## config.mk

```make
export PLATFORM = sky130hd
export DESIGN_NAME = obi_mem_responder_flat
export DESIGN_NICKNAME = d
export VERILOG_FILES = /design/src/rtl/obi_resp_pkg.sv /design/src/rtl/obi_mem_responder_if.sv /design/src/rtl/obi_resp_fifo.sv /design/src/rtl/obi_mem_responder.sv /design/src/flat_wrapper.sv
export SDC_FILE = /design/constraint.sdc
export NUM_CORES = 2
export LEC_CHECK = 0
export CORE_MARGIN = 2
export CORE_UTILIZATION = 25
export CTS_BUF_LIST = sky130_fd_sc_hd__clkbuf_4
export DETAILED_ROUTE_END_ITERATION = 7
export GPL_TIMING_DRIVEN = 0
export HOLD_SLACK_MARGIN = 0.1
export PLACE_DENSITY = 0.45
export SYNTH_ARGS = -nofsm -noshare
export SYNTH_HDL_FRONTEND = slang
export SYNTH_SLANG_ARGS = --single-unit
```

## constraint.sdc

```tcl
create_clock -name clock -period 49.2 [get_ports clock]
set_clock_uncertainty 0.05 [all_clocks]
set_input_delay 7.38 -clock clock [delete_from_list [all_inputs] [get_ports clock]]
set_output_delay 7.38 -clock clock [all_outputs]
set_load 0.02 [all_outputs]
```

## src/rtl/obi_resp_pkg.sv

```systemverilog
// Shared types and helpers for the OBI memory responder.
package obi_resp_pkg;

    // One queued response; writes carry zero data.
    typedef struct packed {
        logic [31:0] rdata;
    } obi_resp_t;

    // Replace the byte lanes of old_word selected by be with those of new_word.
    function automatic logic [31:0] be_merge(input logic [31:0] old_word,
                                             input logic [31:0] new_word,
                                             input logic [3:0]  be);
        logic [31:0] merged;
        merged = old_word;
        for (int k = 0; k < 4; k++) begin
            if (be[k]) begin
                merged[8*k +: 8] = new_word[8*k +: 8];
            end
        end
        return merged;
    endfunction

endpackage

```

## src/rtl/obi_mem_responder_if.sv

```systemverilog
// OBI-style request/response bus between an initiator and the memory responder.
interface obi_mem_responder_if ();

    logic        req_i;
    logic        gnt_o;
    logic [31:0] addr_i;
    logic        we_i;
    logic [3:0]  be_i;
    logic [31:0] wdata_i;
    logic        rvalid_o;
    logic [31:0] rdata_o;

    // Initiator side: drives the request, observes grant and response.
    modport master (
        output req_i,
        output addr_i,
        output we_i,
        output be_i,
        output wdata_i,
        input  gnt_o,
        input  rvalid_o,
        input  rdata_o
    );

    // Responder side: observes the request, drives grant and response.
    modport slave (
        input  req_i,
        input  addr_i,
        input  we_i,
        input  be_i,
        input  wdata_i,
        output gnt_o,
        output rvalid_o,
        output rdata_o
    );

endinterface

```

## src/rtl/obi_resp_fifo.sv

```systemverilog
// In-order response queue; one entry per granted-but-unanswered transaction.
module obi_resp_fifo
    import obi_resp_pkg::*;
#(
    parameter int unsigned Depth = 2
) (
    input  logic                         clock,
    input  logic                         reset,
    input  logic                         push_i,
    input  obi_resp_t                    push_data_i,
    input  logic                         pop_i,
    output obi_resp_t                    head_o,
    output logic                         full_o,
    output logic                         empty_o,
    output logic [$clog2(Depth+1)-1:0]   count_o
);

    localparam int unsigned PtrW = (Depth > 1) ? $clog2(Depth) : 1;
    localparam int unsigned CntW = $clog2(Depth + 1);
    localparam logic [PtrW-1:0] LastPtr = PtrW'(Depth - 1);
    localparam logic [CntW-1:0] FullCnt = CntW'(Depth);

    obi_resp_t       store_q [Depth];
    logic [PtrW-1:0] wr_ptr_q, wr_ptr_d;
    logic [PtrW-1:0] rd_ptr_q, rd_ptr_d;
    logic [CntW-1:0] count_q, count_d;
    logic            push_ok, pop_ok;

    assign full_o  = (count_q == FullCnt);
    assign empty_o = (count_q == '0);
    assign push_ok = push_i && !full_o;
    assign pop_ok  = pop_i && !empty_o;
    assign head_o  = store_q[rd_ptr_q];
    assign count_o = count_q;

    // Next-state for pointers (wrapping at Depth, which need not be a power of two) and count.
    always_comb begin
        wr_ptr_d = wr_ptr_q;
        rd_ptr_d = rd_ptr_q;
        count_d  = count_q;
        if (push_ok) begin
            wr_ptr_d = (wr_ptr_q == LastPtr) ? '0 : wr_ptr_q + 1'b1;
        end
        if (pop_ok) begin
            rd_ptr_d = (rd_ptr_q == LastPtr) ? '0 : rd_ptr_q + 1'b1;
        end
        case ({push_ok, pop_ok})
            2'b10:   count_d = count_q + 1'b1;
            2'b01:   count_d = count_q - 1'b1;
            default: count_d = count_q;
        endcase
    end

    // Pointer and occupancy registers.
    always_ff @(posedge clock or posedge reset) begin
        if (reset) begin
            wr_ptr_q <= '0;
            rd_ptr_q <= '0;
            count_q  <= '0;
        end else begin
            wr_ptr_q <= wr_ptr_d;
            rd_ptr_q <= rd_ptr_d;
            count_q  <= count_d;
        end
    end

    // Entry storage, written at the tail on push.
    always_ff @(posedge clock or posedge reset) begin
        if (reset) begin
            for (int i = 0; i < int'(Depth); i++) begin
                store_q[i] <= '0;
            end
        end else if (push_ok) begin
            store_q[wr_ptr_q] <= push_data_i;
        end
    end

    // Pushes and pops are gated upstream; hitting either means a wiring bug.
    push_not_full: assert property (@(posedge clock) disable iff (reset) push_i |-> !full_o);
    pop_not_empty: assert property (@(posedge clock) disable iff (reset) pop_i |-> !empty_o);

endmodule

```

## src/rtl/obi_mem_responder.sv

```systemverilog
// Memory-side OBI responder: grants requests, executes them on a word memory,
// answers in order through a response FIFO and flags initiator protocol violations.
module obi_mem_responder
    import obi_resp_pkg::*;
#(
    parameter int unsigned MEM_WORDS       = 16,
    parameter int unsigned MAX_OUTSTANDING = 2
) (
    input  logic                                 clock,
    input  logic                                 reset,
    obi_mem_responder_if.slave                   bus,
    input  logic                                 gnt_stall_i,
    input  logic                                 rvalid_stall_i,
    output logic [$clog2(MAX_OUTSTANDING+1)-1:0] outstanding_o,
    output logic                                 proto_err_o
);

    localparam int unsigned IdxW = $clog2(MEM_WORDS);

    logic [31:0]     mem_q [MEM_WORDS];
    logic [IdxW-1:0] word_idx;
    logic [31:0]     cur_word;

    logic      gnt;
    logic      rvalid;
    logic      fifo_full;
    logic      fifo_empty;
    obi_resp_t push_resp;
    obi_resp_t head_resp;

    logic        pend_q, pend_d;
    logic [31:0] hold_addr_q;
    logic        hold_we_q;
    logic [3:0]  hold_be_q;
    logic [31:0] hold_wdata_q;
    logic        held_changed;
    logic        proto_err_q, proto_err_d;

    // Upper and lower address bits are dropped, so addresses wrap modulo MEM_WORDS.
    assign word_idx = bus.addr_i[2 +: IdxW];
    assign cur_word = mem_q[word_idx];

    // fifo_full comes from the registered count, so a pop this cycle frees no slot yet.
    assign gnt       = bus.req_i && !gnt_stall_i && !fifo_full;
    assign bus.gnt_o = gnt;

    // Reads capture the word as it stands before this cycle's write.
    assign push_resp.rdata = bus.we_i ? 32'h0 : cur_word;

    assign rvalid       = !fifo_empty && !rvalid_stall_i;
    assign bus.rvalid_o = rvalid;
    assign bus.rdata_o  = rvalid ? head_resp.rdata : 32'h0;

    assign proto_err_o = proto_err_q;

    obi_resp_fifo #(
        .Depth (MAX_OUTSTANDING)
    ) u_resp_fifo (
        .clock       (clock),
        .reset       (reset),
        .push_i      (gnt),
        .push_data_i (push_resp),
        .pop_i       (rvalid),
        .head_o      (head_resp),
        .full_o      (fifo_full),
        .empty_o     (fifo_empty),
        .count_o     (outstanding_o)
    );

    // Word memory: byte-merged write on a granted write request.
    always_ff @(posedge clock or posedge reset) begin
        if (reset) begin
            for (int i = 0; i < int'(MEM_WORDS); i++) begin
                mem_q[i] <= '0;
            end
        end else if (gnt && bus.we_i) begin
            mem_q[word_idx] <= be_merge(cur_word, bus.wdata_i, bus.be_i);
        end
    end

    // Checker next-state: an ungranted request must be repeated unchanged next cycle.
    always_comb begin
        held_changed = (bus.addr_i != hold_addr_q) || (bus.we_i != hold_we_q) ||
                       (bus.be_i != hold_be_q) || (bus.wdata_i != hold_wdata_q);
        pend_d       = bus.req_i && !gnt;
        proto_err_d  = proto_err_q;
        if (pend_q && (!bus.req_i || held_changed)) begin
            proto_err_d = 1'b1;
        end
    end

    // Checker state: pending flag, captured request fields and the sticky error.
    always_ff @(posedge clock or posedge reset) begin
        if (reset) begin
            pend_q       <= 1'b0;
            hold_addr_q  <= '0;
            hold_we_q    <= 1'b0;
            hold_be_q    <= '0;
            hold_wdata_q <= '0;
            proto_err_q  <= 1'b0;
        end else begin
            pend_q      <= pend_d;
            proto_err_q <= proto_err_d;
            if (pend_d) begin
                hold_addr_q  <= bus.addr_i;
                hold_we_q    <= bus.we_i;
                hold_be_q    <= bus.be_i;
                hold_wdata_q <= bus.wdata_i;
            end
        end
    end

endmodule

```

## src/flat_wrapper.sv

```systemverilog
// flat-port wrapper written by rule: the top's interface ports become plain ports
module obi_mem_responder_flat import obi_resp_pkg::*;
#(
    parameter int unsigned MEM_WORDS       = 16,
    parameter int unsigned MAX_OUTSTANDING = 2
)
  (clock, reset, gnt_stall_i, rvalid_stall_i, outstanding_o, proto_err_o, bus_req_i, bus_addr_i, bus_we_i, bus_be_i, bus_wdata_i, bus_gnt_o, bus_rvalid_o, bus_rdata_o);
  obi_mem_responder_if bus_i ();
  input  logic clock;
  input  logic reset;
  input  logic gnt_stall_i;
  input  logic rvalid_stall_i;
  output logic [$clog2(MAX_OUTSTANDING+1)-1:0] outstanding_o;
  output logic proto_err_o;
  input wire logic [$bits(bus_i.req_i)-1:0] bus_req_i;
  input wire logic [$bits(bus_i.addr_i)-1:0] bus_addr_i;
  input wire logic [$bits(bus_i.we_i)-1:0] bus_we_i;
  input wire logic [$bits(bus_i.be_i)-1:0] bus_be_i;
  input wire logic [$bits(bus_i.wdata_i)-1:0] bus_wdata_i;
  output wire logic [$bits(bus_i.gnt_o)-1:0] bus_gnt_o;
  output wire logic [$bits(bus_i.rvalid_o)-1:0] bus_rvalid_o;
  output wire logic [$bits(bus_i.rdata_o)-1:0] bus_rdata_o;
  assign bus_i.req_i = bus_req_i;
  assign bus_i.addr_i = bus_addr_i;
  assign bus_i.we_i = bus_we_i;
  assign bus_i.be_i = bus_be_i;
  assign bus_i.wdata_i = bus_wdata_i;
  assign bus_gnt_o = bus_i.gnt_o;
  assign bus_rvalid_o = bus_i.rvalid_o;
  assign bus_rdata_o = bus_i.rdata_o;
  obi_mem_responder #(.MEM_WORDS(MEM_WORDS), .MAX_OUTSTANDING(MAX_OUTSTANDING)) u_core (.clock(clock), .reset(reset), .bus(bus_i), .gnt_stall_i(gnt_stall_i), .rvalid_stall_i(rvalid_stall_i), .outstanding_o(outstanding_o), .proto_err_o(proto_err_o));
endmodule
```

==> metrics.txt <==
# TYPE chip_impl_metric gauge
chip_impl_metric{name="timing.final.setup_violations",unit=""} 0
chip_impl_metric{name="syn-num-nets",unit=""} 2011
chip_impl_metric{name="drt-pass1-iter-count",unit=""} 6
chip_impl_metric{name="final_period_minus_worst_setup_slack",unit="ns"} 17.62
chip_impl_metric{name="groute.usage.overall",unit="%"} 15.24
chip_impl_metric{name="avgRoutedWirePerCell",unit="um"} 23.23
chip_impl_metric{name="postCtsResizedCells",unit=""} 0
chip_impl_info{name="critical-path-top-delay-family",value="buffers and inverters"} 1
chip_impl_metric{name="post-route-cell-area",unit="mm2"} 0.03536
chip_impl_metric{name="placement.setup.worst_slack",unit="ns"} 31.60
chip_impl_metric{name="post_route_cells_drive_above_1_share",unit="%"} 47.54
chip_impl_metric{name="final_net_count",unit=""} 2305
chip_impl_metric{name="place_hpwl",unit="um"} 64420
chip_impl_metric{name="cts.sinks",unit=""} 651
chip_impl_metric{name="setup_slack",unit="ns"} 31.58
chip_impl_metric{name="netlist-cell-type-count",unit=""} 37
chip_impl_metric{name="synthesis.instances",unit=""} 1936
chip_impl_metric{name="finalHoldViolations",unit=""} 0
chip_impl_metric{name="width_of_the_chip",unit="um"} 349.9
chip_impl_metric{name="syn_to_final_growth",unit="%"} 18.23
chip_impl_metric{name="grt_pass1_wl",unit="um"} 136700
chip_impl_metric{name="synth-edff-count",unit=""} 0
chip_impl_info{name="cts_tree",value="yes"} 1
chip_impl_info{name="timing.critical_path.to_type",value="primary output"} 1
chip_impl_metric{name="timing.slew.headroom",unit="%"} 17.16
chip_impl_metric{name="full_die_area",unit="mm2"} 0.1224
chip_impl_metric{name="powerDensity",unit="mW/mm2"} 39.26
chip_impl_metric{name="drt-initial-drc-count",unit=""} 1190
chip_impl_metric{name="max_slew.worst_pin.slew",unit="ns"} 1.243
chip_impl_info{name="post_synth_main_area_contributors",value="sky130_fd_sc_hd__dfrtp_1, sky130_fd_sc_hd__mux2_2, sky130_fd_sc_hd__mux4_2"} 1
chip_impl_metric{name="grt_overflow",unit=""} 0
chip_impl_info{name="hold_start",value="u_core.u_resp_fifo.wr_ptr_q$_DFFE_PP0P_"} 1
chip_impl_metric{name="worst-endpoint-required",unit="ns"} 41.77
chip_impl_info{name="status",value="finished clean"} 1
chip_impl_metric{name="dr_total_vias",unit=""} 18340
chip_impl_metric{name="final_wtd_congestion",unit=""} 0.7767
chip_impl_metric{name="post_drt_via_cell_ratio",unit=""} 4.625
chip_impl_info{name="yosysMostFrequentCell",value="sky130_fd_sc_hd__dfrtp_1"} 1
chip_impl_metric{name="core-area",unit="mm2"} 0.1184
chip_impl_info{name="setup_repair_after_global_routing_missed_its_margin",value="no"} 1
chip_impl_info{name="clk_root_buffer_cell",value="sky130_fd_sc_hd__clkbuf_4"} 1
chip_impl_metric{name="drc",unit=""} 0
chip_impl_info{name="crit_path_top_delay_cell",value="sky130_fd_sc_hd__clkbuf_1"} 1
chip_impl_metric{name="cpPeakStageDelay",unit="ns"} 0.96
chip_impl_metric{name="post-synth-top-area-fraction",unit="%"} 54.47
chip_impl_metric{name="yosysWarningCount",unit=""} 0
chip_impl_metric{name="worst_skew_pair.late_latency",unit="ns"} 1.06
chip_impl_metric{name="port_buffers",unit=""} 102
chip_impl_metric{name="clk_transition_reported_paths",unit="ns"} 0.06
chip_impl_metric{name="synth-seq-cells",unit=""} 651
chip_impl_metric{name="final_min_period_over_clock_period",unit="%"} 35.82
chip_impl_metric{name="via_count_of_the_first_global_routing_pass",unit=""} 20610
chip_impl_info{name="synthTopCellsByCount",value="sky130_fd_sc_hd__dfrtp_1, sky130_fd_sc_hd__mux2_2, sky130_fd_sc_hd__mux2i_1, sky130_fd_sc_hd__mux4_2, sky130_fd_sc_hd__buf_2"} 1
chip_impl_metric{name="final_antenna_net_count",unit=""} 0
chip_impl_metric{name="grt_antenna_before_repair",unit=""} 6
chip_impl_metric{name="critical_path_peak_fanout",unit=""} 10
chip_impl_info{name="netlist.top_cell.by_area",value="sky130_fd_sc_hd__dfrtp_1"} 1
chip_impl_metric{name="cts_hold_buf",unit=""} 0
chip_impl_metric{name="seq_area_frac_synth",unit="%"} 54.47
chip_impl_metric{name="arrival",unit="ns"} 10.19
chip_impl_metric{name="avgSynthCellArea",unit="um2"} 15.45
chip_impl_info{name="hold_path_class",value="register to register"} 1
chip_impl_metric{name="p_total",unit="mW"} 1.388
chip_impl_metric{name="static-leakage-power",unit="nW"} 16.45
chip_impl_metric{name="post_placement_cell_area",unit="mm2"} 0.03307
chip_impl_metric{name="ir_drop",unit="mV"} 0.02004
chip_impl_metric{name="ctsLongestPathBuffers",unit=""} 3
chip_impl_metric{name="cp_num_buf_inv",unit=""} 3
chip_impl_metric{name="grt_max_degree",unit=""} 138
chip_impl_info{name="critical_path_class",value="input pin to primary output"} 1
chip_impl_metric{name="layoutNonFillerInstCount",unit=""} 3965
chip_impl_metric{name="synthesis.area",unit="mm2"} 0.02990
chip_impl_metric{name="cts_setup_buffers",unit=""} 0
chip_impl_metric{name="floorplan.initialDensity",unit="%"} 25.26
chip_impl_metric{name="cts.htree.levels",unit=""} 4
chip_impl_info{name="reg2reg_from",value="u_core.u_resp_fifo.count_o[1]$_DFFE_PP0P_"} 1
chip_impl_info{name="dominantRegCellSynth",value="sky130_fd_sc_hd__dfrtp_1"} 1
chip_impl_metric{name="top_level_pins",unit=""} 111
chip_impl_metric{name="max_cap_viol_count",unit=""} 0
chip_impl_metric{name="synthArstFlopShare",unit="%"} 100.0
chip_impl_metric{name="report.final.slew_viol_count",unit=""} 0
chip_impl_info{name="cpMostUsedCell",value="sky130_fd_sc_hd__clkdlybuf4s50_1"} 1
chip_impl_metric{name="highest_clock_rate",unit="GHz"} 0.05675
chip_impl_info{name="crit_path_cell_trace",value="clkdlybuf4s50_1 -> o21bai_1 -> clkbuf_1 -> nor2_1 -> clkdlybuf4s50_1"} 1
chip_impl_metric{name="num_rows",unit=""} 126
chip_impl_info{name="crit_path_start_kind",value="input pin"} 1
chip_impl_metric{name="detailed_route_wl",unit="um"} 92110
chip_impl_metric{name="final.setup.tns",unit="ns"} 0
chip_impl_metric{name="fp.dieH",unit="um"} 349.9
chip_impl_info{name="critical_path.startpoint",value="rvalid_stall_i"} 1
chip_impl_metric{name="cell_total_after_placement",unit=""} 3643
chip_impl_metric{name="cts_made_buffers",unit=""} 185
placed cells by master, fill, tap and decap left out, drive strengths merged, types with 2 or more instances in the layout:
cell and n:
nor2 47, nor3b 2, nand2b 6, nand3b 2, nor4 11, clkinvlp 4
mux2 613, a221oi 2, xor2 42, nand2 4, mux2i 128, clkbuf 311
nor2b 6, diode 7, nand4 9, o22ai 7, o2bb2ai 2, buf 121
xnor2 11, clkdlybuf4s50 102, nor3 4, and4 2, clkinv 36, a22oi 2
mux4 128, dfrtp 651, inv 29, a22o 65
registers in the layout, indices dropped and copies added, names as in the netlist:
| name | count |
|---|---|
| u_core.mem_q | 512 |
| u_core.u_resp_fifo.store_q | 64 |
| u_core.hold_addr_q | 32 |
| u_core.hold_wdata_q | 32 |
| u_core.hold_be_q | 4 |
| u_core.u_resp_fifo.count_o | 2 |
| u_core.hold_we_q | 1 |
| u_core.pend_q | 1 |
| u_core.proto_err_o | 1 |
| u_core.u_resp_fifo.rd_ptr_q | 1 |
| u_core.u_resp_fifo.wr_ptr_q | 1 |
worst reg2reg max path, cell delays in order (launching register included):
cell                       delay, ns
sky130_fd_sc_hd__dfrtp_1        0.42
sky130_fd_sc_hd__nor2b_1        0.17
sky130_fd_sc_hd__nor3b_4        0.52
sky130_fd_sc_hd__nand4_1        0.29
sky130_fd_sc_hd__nor2_1         0.56
sky130_fd_sc_hd__clkbuf_1       0.84
sky130_fd_sc_hd__mux2_2         0.43
kinds of logic after synthesis:
kind of cell	Yosys count	synth area share, %
muxes	869	37.01
DFF	651	54.47
buffers and inverters	182	2.916
and+or+nand+nor	96	1.636
AOI/OAI and AO/OA	84	2.372
xor gates and xnor gates	53	1.552
adders and majority gates	1	0.04183
area by class of cell:
| cell class | instances | area (um2) |
|---|---|---|
| fill | 11870 | 83040 |
| sequential | 651 | 16290 |
| multi-input combinational | 1103 | 12740 |
| clock buffer | 270 | 2027 |
| tap | 1600 | 2002 |
| timing repair buffer | 107 | 1159 |
| buffer | 157 | 778.2 |
| clock inverter | 45 | 240.2 |
| inverter | 25 | 101.3 |
| antenna | 7 | 17.52 |
worst paths after layout:
| check | endpoint | slack, ns | cells after the start |
|---|---|---|---|
| max in group asynchronous | u_core.mem_q[290]$_DFFE_PP0P_ | 39.78 | 6 |
| min reg2reg | u_core.u_resp_fifo.wr_ptr_q$_DFFE_PP0P_ | 0.43 | 1 |
| max | bus_rdata_o[20] | 31.58 | 5 |
| max reg2reg | u_core.mem_q[185]$_DFFE_PP0P_ | 45.73 | 6 |
| min | u_core.u_resp_fifo.wr_ptr_q$_DFFE_PP0P_ | 0.43 | 1 |
| min in group asynchronous | u_core.mem_q[495]$_DFFE_PP0P_ | 6.79 | 2 |
per-stage QoR:
step | hold WS (ns) | utilization [%]
after global placement | 0.4188 | 27.81
after CTS | 0.4328 | 29.85
after detailed placement | 0.4264 | 27.93
after floorplan | 0.4043 | -
after global routing | 0.4599 | 29.86
final | 0.4313 | 29.86
per-layer routing:
layer  share of wire, %  vias to the layer above  track usage (%)
met5              0.014                        -                0
li1                   -                     7877                -
met3                6.1                      154            4.082
met1                 46                     9825            20.45
met2                 46                      481            23.83
met4                2.3                        2            4.935
power breakdown:
group | switching (mW) | internal (mW)
logic | 0.127 | 0.121
clock network | 0.238 | 0.255
registers | 0.0386 | 0.608
Note: power is estimated with default switching activity, not from simulation.
